--- config.mk ---
export PLATFORM = sky130hd
export DESIGN_NAME = kiwi_axil_master_biu_flat
export DESIGN_NICKNAME = d
export VERILOG_FILES = /design/src/rtl/kiwi_axil_master_biu_if.sv /design/src/rtl/kiwi_axil_master_biu.sv /design/src/flat_wrapper.sv
export SDC_FILE = /design/constraint.sdc
export NUM_CORES = 1
export LEC_CHECK = 0
export BUFFER_PORTS_ARGS = -buffer_cell sky130_fd_sc_hd__buf_2
export CAP_MARGIN = 30
export CORE_AREA = 2 2 189 191
export CTS_CLUSTER_SIZE = 16
export DETAILED_ROUTE_END_ITERATION = 6
export DIE_AREA = 0 0 191 193
export SYNTH_ARGS = -nofsm -noshare
export SYNTH_HDL_FRONTEND = slang
export SYNTH_SLANG_ARGS = --single-unit
--- constraint.sdc ---
create_clock -name clk -period 1.6 [get_ports clk]
set_input_delay 0.32 -clock clk [delete_from_list [all_inputs] [get_ports clk]]
set_output_delay 0.32 -clock clk [all_outputs]
set_load 0.005 [all_outputs]
--- src/rtl/kiwi_axil_master_biu_if.sv ---
// AXI-lite bus between the kiwi BIU initiator and its responder.
// One instance per port (fetch or LSU).
interface kiwi_axil_master_biu_if #(
  parameter int ADDR_W = 64,
  parameter int DATA_W = 64
);
  localparam int STRB_W = DATA_W / 8;

  logic              m_awvalid;
  logic              m_awready;
  logic [ADDR_W-1:0] m_awaddr;
  logic [2:0]        m_awprot;

  logic              m_wvalid;
  logic              m_wready;
  logic [DATA_W-1:0] m_wdata;
  logic [STRB_W-1:0] m_wstrb;

  logic              m_bvalid;
  logic              m_bready;
  logic [1:0]        m_bresp;

  logic              m_arvalid;
  logic              m_arready;
  logic [ADDR_W-1:0] m_araddr;
  logic [2:0]        m_arprot;

  logic              m_rvalid;
  logic              m_rready;
  logic [DATA_W-1:0] m_rdata;
  logic [1:0]        m_rresp;

  modport master (
    output m_awvalid, m_awaddr, m_awprot,
    input  m_awready,
    output m_wvalid, m_wdata, m_wstrb,
    input  m_wready,
    input  m_bvalid, m_bresp,
    output m_bready,
    output m_arvalid, m_araddr, m_arprot,
    input  m_arready,
    input  m_rvalid, m_rdata, m_rresp,
    output m_rready
  );

  modport slave (
    input  m_awvalid, m_awaddr, m_awprot,
    output m_awready,
    input  m_wvalid, m_wdata, m_wstrb,
    output m_wready,
    output m_bvalid, m_bresp,
    input  m_bready,
    input  m_arvalid, m_araddr, m_arprot,
    output m_arready,
    output m_rvalid, m_rdata, m_rresp,
    input  m_rready
  );
endinterface

--- src/rtl/kiwi_axil_master_biu.sv ---
// AXI-lite initiator BIU: core req/rsp port to one AXI-lite master.
// Single outstanding transaction, Moore-style channel valids.
module kiwi_axil_master_biu #(
  parameter int          ADDR_W = 64,
  parameter int          DATA_W = 64,
  parameter int          STRB_W = DATA_W / 8,
  parameter logic [2:0]  PROT   = 3'b000
) (
  input  logic              clk,
  input  logic              rst_n,
  input  logic              req_valid,
  output logic              req_ready,
  input  logic              req_write,
  input  logic [ADDR_W-1:0] req_addr,
  input  logic [DATA_W-1:0] req_wdata,
  input  logic [STRB_W-1:0] req_wstrb,
  output logic              rsp_valid,
  input  logic              rsp_ready,
  output logic [DATA_W-1:0] rsp_rdata,
  output logic              rsp_err,
  kiwi_axil_master_biu_if.master m
);

  typedef enum logic [2:0] {
    IDLE, RD_A, RD_D, WR_AW, WR_B, RSP
  } state_t;

  state_t state, state_nx;

  logic [ADDR_W-1:0] addr_q;
  logic [DATA_W-1:0] wdata_q;
  logic [STRB_W-1:0] wstrb_q;
  logic [DATA_W-1:0] rdata_q;
  logic              err_q;
  logic              aw_done;
  logic              w_done;

  logic aw_hs, w_hs, b_hs, ar_hs, r_hs;
  logic accept;

  assign aw_hs  = m.m_awvalid & m.m_awready;
  assign w_hs   = m.m_wvalid  & m.m_wready;
  assign b_hs   = m.m_bvalid  & m.m_bready;
  assign ar_hs  = m.m_arvalid & m.m_arready;
  assign r_hs   = m.m_rvalid  & m.m_rready;
  assign accept = (state == IDLE) & req_valid;

  always_ff @(posedge clk or negedge rst_n) begin
    if (!rst_n) state <= IDLE;
    else        state <= state_nx;
  end

  always_comb begin
    state_nx = state;
    unique case (state)
      IDLE:  if (req_valid)
               state_nx = req_write ? WR_AW : RD_A;
      RD_A:  if (ar_hs) state_nx = RD_D;
      RD_D:  if (r_hs)  state_nx = RSP;
      WR_AW: if ((aw_done | aw_hs) & (w_done | w_hs))
               state_nx = WR_B;
      WR_B:  if (b_hs) state_nx = RSP;
      RSP:   if (rsp_ready) state_nx = IDLE;
      default: state_nx = IDLE;
    endcase
  end

  always_ff @(posedge clk or negedge rst_n) begin
    if (!rst_n) begin
      addr_q  <= '0;
      wdata_q <= '0;
      wstrb_q <= '0;
      rdata_q <= '0;
      err_q   <= 1'b0;
      aw_done <= 1'b0;
      w_done  <= 1'b0;
    end else begin
      if (accept) begin
        addr_q  <= req_addr;
        wdata_q <= req_wdata;
        wstrb_q <= req_wstrb;
        aw_done <= 1'b0;
        w_done  <= 1'b0;
      end
      if (aw_hs) aw_done <= 1'b1;
      if (w_hs)  w_done  <= 1'b1;
      if (r_hs) begin
        rdata_q <= m.m_rdata;
        err_q   <= |m.m_rresp;
      end
      if (b_hs) begin
        rdata_q <= '0;
        err_q   <= |m.m_bresp;
      end
    end
  end

  // Outputs decode from registered state only, never from a ready.
  assign req_ready = rst_n & (state == IDLE);
  assign rsp_valid = (state == RSP);
  assign rsp_rdata = rdata_q;
  assign rsp_err   = err_q;

  assign m.m_arvalid = (state == RD_A);
  assign m.m_araddr  = addr_q;
  assign m.m_arprot  = PROT;
  assign m.m_rready  = (state == RD_D);

  assign m.m_awvalid = (state == WR_AW) & ~aw_done;
  assign m.m_awaddr  = addr_q;
  assign m.m_awprot  = PROT;
  assign m.m_wvalid  = (state == WR_AW) & ~w_done;
  assign m.m_wdata   = wdata_q;
  assign m.m_wstrb   = wstrb_q;
  assign m.m_bready  = (state == WR_B);

endmodule

--- src/flat_wrapper.sv ---
// flat-port wrapper written by rule: the top's interface ports become plain ports
module kiwi_axil_master_biu_flat 
#(
  parameter int          ADDR_W = 64,
  parameter int          DATA_W = 64,
  parameter int          STRB_W = DATA_W / 8,
  parameter logic [2:0]  PROT   = 3'b000
)
  (clk, rst_n, req_valid, req_ready, req_write, req_addr, req_wdata, req_wstrb, rsp_valid, rsp_ready, rsp_rdata, rsp_err, m_m_awvalid, m_m_awaddr, m_m_awprot, m_m_awready, m_m_wvalid, m_m_wdata, m_m_wstrb, m_m_wready, m_m_bvalid, m_m_bresp, m_m_bready, m_m_arvalid, m_m_araddr, m_m_arprot, m_m_arready, m_m_rvalid, m_m_rdata, m_m_rresp, m_m_rready);
  kiwi_axil_master_biu_if #(.ADDR_W(ADDR_W), .DATA_W(DATA_W)) m_i ();
  input  logic clk;
  input  logic rst_n;
  input  logic req_valid;
  output logic req_ready;
  input  logic req_write;
  input  logic [ADDR_W-1:0] req_addr;
  input  logic [DATA_W-1:0] req_wdata;
  input  logic [STRB_W-1:0] req_wstrb;
  output logic rsp_valid;
  input  logic rsp_ready;
  output logic [DATA_W-1:0] rsp_rdata;
  output logic rsp_err;
  output wire logic [$bits(m_i.m_awvalid)-1:0] m_m_awvalid;
  output wire logic [$bits(m_i.m_awaddr)-1:0] m_m_awaddr;
  output wire logic [$bits(m_i.m_awprot)-1:0] m_m_awprot;
  input wire logic [$bits(m_i.m_awready)-1:0] m_m_awready;
  output wire logic [$bits(m_i.m_wvalid)-1:0] m_m_wvalid;
  output wire logic [$bits(m_i.m_wdata)-1:0] m_m_wdata;
  output wire logic [$bits(m_i.m_wstrb)-1:0] m_m_wstrb;
  input wire logic [$bits(m_i.m_wready)-1:0] m_m_wready;
  input wire logic [$bits(m_i.m_bvalid)-1:0] m_m_bvalid;
  input wire logic [$bits(m_i.m_bresp)-1:0] m_m_bresp;
  output wire logic [$bits(m_i.m_bready)-1:0] m_m_bready;
  output wire logic [$bits(m_i.m_arvalid)-1:0] m_m_arvalid;
  output wire logic [$bits(m_i.m_araddr)-1:0] m_m_araddr;
  output wire logic [$bits(m_i.m_arprot)-1:0] m_m_arprot;
  input wire logic [$bits(m_i.m_arready)-1:0] m_m_arready;
  input wire logic [$bits(m_i.m_rvalid)-1:0] m_m_rvalid;
  input wire logic [$bits(m_i.m_rdata)-1:0] m_m_rdata;
  input wire logic [$bits(m_i.m_rresp)-1:0] m_m_rresp;
  output wire logic [$bits(m_i.m_rready)-1:0] m_m_rready;
  assign m_m_awvalid = m_i.m_awvalid;
  assign m_m_awaddr = m_i.m_awaddr;
  assign m_m_awprot = m_i.m_awprot;
  assign m_i.m_awready = m_m_awready;
  assign m_m_wvalid = m_i.m_wvalid;
  assign m_m_wdata = m_i.m_wdata;
  assign m_m_wstrb = m_i.m_wstrb;
  assign m_i.m_wready = m_m_wready;
  assign m_i.m_bvalid = m_m_bvalid;
  assign m_i.m_bresp = m_m_bresp;
  assign m_m_bready = m_i.m_bready;
  assign m_m_arvalid = m_i.m_arvalid;
  assign m_m_araddr = m_i.m_araddr;
  assign m_m_arprot = m_i.m_arprot;
  assign m_i.m_arready = m_m_arready;
  assign m_i.m_rvalid = m_m_rvalid;
  assign m_i.m_rdata = m_m_rdata;
  assign m_i.m_rresp = m_m_rresp;
  assign m_m_rready = m_i.m_rready;
  kiwi_axil_master_biu #(.ADDR_W(ADDR_W), .DATA_W(DATA_W), .STRB_W(STRB_W), .PROT(PROT)) u_core (.clk(clk), .rst_n(rst_n), .req_valid(req_valid), .req_ready(req_ready), .req_write(req_write), .req_addr(req_addr), .req_wdata(req_wdata), .req_wstrb(req_wstrb), .rsp_valid(rsp_valid), .rsp_ready(rsp_ready), .rsp_rdata(rsp_rdata), .rsp_err(rsp_err), .m(m_i));
endmodule
==> results_dict.tcl, run 1 <==
set metrics [dict create \
    r2r_slack_ns -0.08 \
    cts_buffer_depth 3 \
    fin_crit_ns 1.85 \
    grt_pass1_wl_um 45600 \
    synthArstFlopShare_pct 100 \
    worst_slew_pin_slew_ns 0.611 \
    die_w_um 191 \
    antenna_found_initial 2 \
    detail_route.wl_per_cell_um 16.3 \
    p_total_mw 25.2 \
    area_delta_synth_final_pct 68.9 \
    drt_iter0_markers 378 \
    rows 69 \
    syn_inst 840 \
    core-area_um2 35000 \
    ff2ff_path_depth 6 \
    cts_tree "built" \
    drv_slew 0 \
    cts.sinks 206 \
    max-vdd-ir-drop_mv 0.892 \
    ys_types 31 \
    drc 0 \
    gp_congestion 0.772 \
    power_density_nw_per_um2 1780 \
    slew-limit-headroom_pct 59.2 \
    reg2reg_from "u_core.state[1]" \
    via_count 8379 \
    hold_violations 0 \
    status "finished, violations left" \
    gr-total-overflow 0 \
    htree_num_levels 1 \
    arrival_ns 1.53 \
    grt_pass1_vias 8531 \
    rsz0062_at_grt "true" \
    drt-met1-wl_um 12300 \
    dieArea_um2 36900 \
    synth_warnings 0 \
    syn_area_per_cell_um2 10.0 \
    grt_max_degree 103 \
    root_buffer "clkbuf_16" \
    drive_above_1_share_pct 39.8 \
    cp-start-kind "register" \
    startpoint "u_core.state[0]" \
    cts_made_buffers 24 \
    grt_usage_pct 15.5 \
    place_hpwl_um 19800 \
    critPathRequiredTime_ns 1.28 \
    yosysTopAreaCell "dfrtp_1" \
    final_nets 1702 \
    clk_latency_ns 0.54 \
    synthTopCellsByArea "dfrtp_1 61%, nand2_1 18%, buf_4 7.1%" \
    path_max_fanout 6 \
    crit_type "reg2out" \
    setup_slack_ns -0.249 \
    io_pins 492 \
    max-cap-violations 0 \
    critPathCaptureType "output pin" \
    synth_area_um2 8400 \
    via_per_inst 4.27 \
    ant_nets 0 \
    wl_met3_um 2330 \
    fin_crit_sh_pct 116 \
    setup-violations-final 70 \
    top_layer "met4" \
    drt-total-wl_um 32000 \
    fin_skew_ns 0.0289 \
    drt-pass1-iter-count 5 \
    port_buffers 485 \
    die_h_um 193 \
    clkTransAtPathRegs_ns 0.06 \
    synth-seq-cells 206 \
    yosysMostFrequentCell "nand2_1" \
    post-route-util_pct 40.6 \
    start_util_pct 24.0 \
    p_leak_nw 7.88 \
    violations "setup timing" \
    synth_common_cells "412 x nand2_1, 206 x dfrtp_1, 80 x buf_4" \
    hold_path.class "in2reg" \
    ys_seq_area_share_pct 61.4 \
    fmax_mhz 541 \
    synth_edf_count 0 \
    reg2reg_to "u_core.rsp_rdata[48]" \
    synth_ff_type "dfrtp_1" \
    crit_end "rsp_valid" \
    synth_top_area_share_pct 61.4 \
    wl_met2_um 16300 \
]
==> layout by cell type (no fill, tap or decap), drive strengths merged, types with 3 or more instances in the layout <==
cell type,synthesis,layout
a22o,66,66
and2,3,3
buf,114,534
bufinv,0,4
clkbuf,3,35
clkinv,0,5
conb,1,6
dfrtp,206,206
dlygate4sd3,0,195
nand2,412,412
nand3b,4,4
nor2,7,7
nor3,4,4
o21ai,3,3
==> flip-flops by register name (all words and copies together) (netlist names) <==
register,flops
u_core.m.m_araddr,64
u_core.m.m_wdata,64
u_core.rsp_rdata,64
u_core.m.m_wstrb,8
u_core.state,3
u_core.aw_done,1
u_core.rsp_err,1
u_core.w_done,1
==> layout make-up <==
class                      instances  area, um^2
antenna                            2        5.00
fill                            3386       20800
sequential                       206        5160
clock buffer                      30         653
multi-input combinational        522        2520
timing repair buffer             734        5110
tap                              461         577
clock inverter                     9         156
==> what timing repair did <==
action,in CTS,in global routing
gates cloned,1,6
setup endpoints to repair,7,122
hold endpoints to repair,385,0
hold buffers,195,0
buffers inserted,15,9
resized for setup,28,10
pin swaps,5,7
==> report_power, final <==
part,total (mW),switching (mW),internal (mW),leakage [nW]
sequential,9.18,1.60,7.58,2.59
combinational,10.4,5.12,5.24,4.88
clock,5.69,2.18,3.51,0.400
==> worst min path at each step <==
stage	startpoint	endpoint	slack (ns)	cells past startpoint
detailed placement	rst_n	u_core.m.m_wdata[34]	0.16	1
global placement	rst_n	u_core.m.m_wdata[34]	0.16	1
finish	m_m_rdata[19]	u_core.rsp_rdata[19]	0.03	2
global route	m_m_rdata[19]	u_core.rsp_rdata[19]	0.01	2
floorplan	rst_n	u_core.aw_done	0.02	0
CTS	m_m_rdata[19]	u_core.rsp_rdata[19]	0.002	2
==> through the flow <==
| stage | hold WS, ns | setup slack [ns] | TNS (ns) | std cells | cell area (um^2) |
|---|---|---|---|---|---|
| after global routing | 0.0145 | -0.306 | -7.94 | 1964 | 14200 |
| final | 0.0298 | -0.249 | -3.55 | 1964 | 14200 |
| after detailed placement | 0.164 | 0.0582 | 0 | 1698 | 10900 |
| after CTS | 0.00199 | -0.286 | -2.01 | 1948 | 14000 |
| after floorplan | 0.0244 | 0.235 | 0 | 845 | 8420 |
| after global placement | 0.164 | 0.100 | 0 | 1698 | 10900 |
==> critical path, stage by stage (launching register included) <==
cell and delay (ns):
dfrtp_1 0.42, buf_6 0.16, buf_6 0.13, and3b_1 0.16, buf_2 0.13
==> logic make-up (layout without fill, tap and decap cells) <==
logic type	after synthesis	count (layout)	share of synthesized area (%)
and+or+nand+nor	439	439	20.4
DFF	206	206	61.4
buffers and inverters	117	773	10.1
AOI/OAI and AO/OA	75	75	7.73
muxes	2	2	0.298
other	1	8	0.0446
==> metal layers <==
| layer | track usage (%) | up-vias |
|---|---|---|
| met5 | 0 | - |
| met4 | 6.44 | 0 |
| met3 | 3.64 | 67 |
| met2 | 27.9 | 391 |
| met1 | 17.8 | 4025 |
| li1 | - | 3896 |
Power figures use the tool's default switching activity.
==> run 2, diff against run 1 <==
CELL_PAD_IN_SITES_DETAIL_PLACEMENT = 0   (was unset)
CELL_PAD_IN_SITES_GLOBAL_PLACEMENT = 1   (was unset)
PLACE_DENSITY_LB_ADDON = 0.1   (was unset)
==> run 2 against run 1 <==
Compared with the run above: the run still ends with setup timing left; setup slack better by 0.028 ns; count of clock-buffer cells in the layout grew 8; utilization is 1.3 points lower; cell count decreased by 1.7%; largest power group unchanged; combinational power fell by 7%; via count is 6.3% lower.
==> results_dict.tcl, run 2 (synthesis gave the netlist of run 1 again) <==
set metrics [dict create \
    status "finished, violations left" \
    violations "setup timing" \
    max-cap-violations 0 \
    dieArea_um2 36900 \
    worst_slew_pin_slew_ns 0.678 \
    pre_cts_ws_ns 0.0465 \
    grt_max_degree 91 \
    io_pins 492 \
    place_hpwl_um 21700 \
    area_delta_synth_final_pct 63.5 \
    grt_pass1_vias 7880 \
    gr-total-overflow 0 \
    detail_route.wl_per_cell_um 16.1 \
    rows 69 \
    antenna_found_initial 3 \
    clkTransAtPathRegs_ns 0.06 \
    hold_violations 0 \
    crit_type "reg2out" \
    fin_crit_sh_pct 114 \
    via_per_inst 4.06 \
    placed_area_um2 10900 \
    cts_buffer_depth 3 \
    crit_end "m_m_arvalid" \
    arrival_ns 1.50 \
    design_area_um2 13700 \
    slew-limit-headroom_pct 54.8 \
    drive_above_1_share_pct 40.2 \
    ff2ff_path_depth 6 \
    clk_latency_ns 0.52 \
    fin_skew_ns 0.0159 \
    fmax_mhz 549 \
    hold_path.class "in2reg" \
    htree_num_levels 1 \
    regArea_um2 5160 \
    setup_slack_ns -0.221 \
    drc 0 \
    via_count 7848 \
    cts_made_buffers 26 \
    p_leak_nw 7.67 \
    port_buffers 485 \
    die_w_um 191 \
    start_util_pct 24.0 \
    setup-violations-final 7 \
    grt_usage_pct 16.0 \
    r2r_slack_ns 0.03 \
    multiInputGateArea_um2 2510 \
    critPathRequiredTime_ns 1.28 \
    final_common_cell "buf_2" \
    drv_slew 0 \
    cts_tree "built" \
    final_nets 1663 \
    path_max_fanout 6 \
    drt_iter0_markers 227 \
    fillers 3652 \
    critPathCaptureType "output pin" \
    core-area_um2 35000 \
    die_h_um 193 \
    startpoint "u_core.state[2]" \
    gp_congestion 0.738 \
    power_density_nw_per_um2 1780 \
    drt-pass1-iter-count 4 \
    layout_common_cells "479 x buf_2, 411 x nand2_1, 204 x dfrtp_1" \
    max-vdd-ir-drop_mv 0.808 \
    fin_crit_ns 1.82 \
    drt-total-wl_um 31100 \
    grt_pass1_wl_um 45800 \
    cts.sinks 206 \
    cp-start-kind "register" \
    rsz0062_at_grt "true" \
    reg2reg_to "u_core.rsp_rdata[14]" \
    ant_nets 0 \
    reg2reg_from "u_core.state[2]" \
    root_buffer "clkbuf_16" \
]
-- run 2: area by class of cell --
type	instances	area share (%)
sequential	206	37.6
clock inverter	8	0.510
tap	461	4.20
timing repair buffer	693	33.7
antenna	3	0.0547
multi-input combinational	522	18.3
clock buffer	38	5.73
-- run 2: report_power, final --
group / internal [mW] / switching [mW] / leakage (nW) / total (mW)
combinational: 4.83 / 4.80 / 4.66 / 9.63
sequential: 7.58 / 1.49 / 2.59 / 9.06
clock: 3.55 / 2.25 / 0.422 / 5.80
total: 15.9 / 8.54 / 7.67 / 24.5
-- run 2: layer usage --
| layer | global-route usage, % | vias up | wire (um) |
|---|---|---|---|
| met5 | 0 | - | 0 |
| met4 | 4.50 | 0 | 748 |
| met3 | 4.78 | 42 | 2570 |
| met1 | 19.7 | 3677 | 12600 |
| met2 | 27.2 | 304 | 15100 |
| li1 | - | 3825 | - |
-- run 2: worst max-delay path: stages, from the launching register on --
cell,delay [ns]
dfrtp_2,0.47
buf_6,0.15
nor2b_4,0.10
nor2b_4,0.15
buf_6,0.10
-- run 2: timing repair --
action | CTS | global route
setup buffers | 9 | 6
cloned | 0 | 1
endpoints found under the hold margin | 322 | 0
resized for setup | 18 | 14
hold buffers | 166 | 0
pin swaps | 0 | 3
setup endpoints to repair | 7 | 45
-- run 2: how the worst min path moves through the flow --
stage	startpoint	cells after the start	slack [ns]	endpoint
global route	m_m_rdata[50]	2	0.006	u_core.rsp_rdata[50]
floorplan	rst_n	0	0.02	u_core.aw_done
global placement	rst_n	2	0.44	u_core.m.m_wdata[11]
detailed placement	rst_n	2	0.43	u_core.m.m_wdata[11]
CTS	m_m_rdata[10]	2	0.0003	u_core.rsp_rdata[10]
finish	m_m_rdata[33]	2	0.03	u_core.rsp_rdata[33]
-- run 2: metrics by stage --
stage | instances | power (mW) | TNS (ns) | hold WS (ns) | util [%]
after CTS | 1921 | 24.7 | -1.96 | 0.000328 | 38.9
after detailed placement | 1702 | 18.1 | 0 | 0.434 | 31.3
after global routing | 1930 | 26.6 | -1.88 | 0.00634 | 39.3
final | 1931 | 24.5 | -1.24 | 0.0264 | 39.3
after floorplan | 845 | 14.1 | 0 | 0.0244 | -
after global placement | 1702 | 18.1 | 0 | 0.437 | 31.3
==> run 3, diff against run 2 <==
SETUP_SLACK_MARGIN = 0.15   (was unset)
==> run 3 against run 2 <==
Compared with the run above: the flow still finishes with violations (setup timing); total power is 20% higher; utilization is 7.2 points higher; count of clock-buffer cells in the layout stayed put; cell count is 4.2% higher; wire length is 24% higher; via count is 8.4% higher; fmax is 1.5% lower; die area stayed put; sequential share of layout area is 5.8 points lower; sequential power is 4.2% higher; clock skew is 0.0033 ns lower; sequential cell count stayed put; critical endpoint is now rsp_valid; highest routed layer unchanged.
==> results_dict.tcl, run 3 (synthesis gave the netlist of run 1 again) <==
set metrics [dict create \
    htree_num_levels 1 \
    crit_chain "buf_6 > buf_6 > and3b_1 > buf_2" \
    cts_buffer_depth 3 \
    drv_slew 0 \
    violations "setup timing" \
    hold_path.class "in2reg" \
    clk_latency_ns 0.53 \
    grt_use_met2_pct 27.8 \
    setup-violations-final 85 \
    detail_route.wl_per_cell_um 19.1 \
    cts_made_buffers 26 \
    final_nets 1745 \
    dieArea_um2 36900 \
    drc 0 \
    drt_iter0_markers 213 \
    crit_type "reg2out" \
    fin_crit_ns 1.85 \
    fmax_mhz 541 \
    ant_nets 0 \
    place_hpwl_um 21700 \
    fin_tns_setup_ns -11.34 \
    hold_violations 0 \
    fin_crit_sh_pct 116 \
    antenna_found_initial 3 \
    via_count 8510 \
    post-route-util_pct 46.5 \
    fillers 3469 \
    die_h_um 193 \
    p_comb_share_pct 48.2 \
    path_common_cell "buf_6" \
    cp_top_family "flip-flops" \
    max-cap-violations 0 \
    cts_tree "built" \
    busiest_layer "met2" \
    die_w_um 191 \
    root_buffer "clkbuf_16" \
    slowest_delay_ns 0.47 \
    clkTransAtPathRegs_ns 0.06 \
    use_met1_pct 20.1 \
    cp_slowest_cell "dfrtp_2" \
    io_pins 492 \
    area_delta_synth_final_pct 93.6 \
    critical_path_buf_inv_count 3 \
    use_met3_pct 4.90 \
    via_per_inst 4.23 \
    grt_pass1_vias 7981 \
    power_density_nw_per_um2 1810 \
    clockPowerShare_pct 19.8 \
    pre_cts_ws_ns 0.0465 \
    seqPwrFrac_pct 32.0 \
    arrival_ns 1.53 \
    drt-pass1-iter-count 4 \
    grt_usage_pct 16.4 \
    gr-total-overflow 0 \
    layout_common_cells "477 x buf_2, 202 x dfrtp_1, 181 x nand2_1" \
    grt_max_degree 91 \
    switchingPower_mw 10.8 \
    setup_slack_ns -0.248 \
    p_leak_nw 8.82 \
    max-vdd-ir-drop_mv 0.946 \
    critPathCaptureType "output pin" \
    cp-start-kind "register" \
    grt_pass1_wl_um 46700 \
    drt-total-wl_um 38400 \
    internal_power_mw 18.7 \
    path_max_fanout 6 \
    gp_congestion 0.738 \
    core-area_um2 35000 \
    critPathRequiredTime_ns 1.28 \
    final_common_cell "buf_2" \
    fin_skew_ns 0.0126 \
    status "finished, violations left" \
    drive_above_1_share_pct 58.4 \
    cts.sinks 206 \
    rows 69 \
    swShare_pct 36.5 \
    slew-limit-headroom_pct 54.1 \
    start_util_pct 24.0 \
    rsz0062_at_grt "true" \
    worst_slew_pin_slew_ns 0.688 \
    port_buffers 485 \
]
-- run 3: power by group through the flow --
stage / sequential [mW] / combinational [mW] / clock (mW)
floorplan: 9.18 / 4.88 / 0
global placement: 9.10 / 8.95 / 0
detailed placement: 9.11 / 8.96 / 0
CTS: 9.11 / 10.1 / 6.05
global route: 9.73 / 15.5 / 6.33
finish: 9.44 / 14.2 / 5.85
-- run 3: worst paths after layout --
check	startpoint	to	slack, ns	cells past startpoint
setup / recovery	u_core.state[2]	rsp_valid	-0.25	4
setup reg to reg	u_core.state[2]	u_core.rsp_rdata[51]	-0.19	8
max in group asynchronous	rst_n	u_core.m.m_wdata[56]	0.53	3
min in group asynchronous	rst_n	u_core.m.m_wdata[16]	0.60	3
hold / removal	m_m_rdata[33]	u_core.rsp_rdata[33]	0.02	2
hold reg to reg	u_core.m.m_wdata[5]	u_core.m.m_wdata[5]	0.47	2
-- run 3: metal layers --
layer	up-vias	share of wire (%)
li1	4020	-
met1	4132	43
met2	310	48
met3	48	7.1
met4	0	2.1
met5	-	0
-- run 3: metrics by stage --
step / instances / hold WS [ns] / power, mW / cell area (um^2)
after floorplan: 845 / 0.0244 / 14.1 / 8420
after global placement: 1702 / 0.437 / 18.1 / 10900
after detailed placement: 1702 / 0.434 / 18.1 / 10900
after CTS: 1939 / 0.000332 / 25.2 / 13900
after global routing: 2012 / 0.00635 / 31.5 / 16300
final: 2013 / 0.0246 / 29.5 / 16300
-- run 3: cell type report --
cell class | instances | area, um^2 | share of cell area, %
repair buffers | 771 | 6140 | 37.8
flip-flops and latches | 206 | 5160 | 31.7
multi-input cells | 526 | 3520 | 21.6
clock buffers | 38 | 787 | 4.84
well taps | 461 | 577 | 3.55
clock inverters | 8 | 70.1 | 0.431
diodes | 3 | 7.51 | 0.0462
-- run 3: what timing repair did --
| item | CTS | global route |
|---|---|---|
| pin swaps | 1 | 246 |
| hold buffers | 166 | 0 |
| setup buffers | 21 | 25 |
| gates resized for setup | 38 | 364 |
| cloned | 4 | 46 |
| endpoints found under the setup margin | 209 | 212 |
| endpoints found under the hold margin | 322 | 0 |
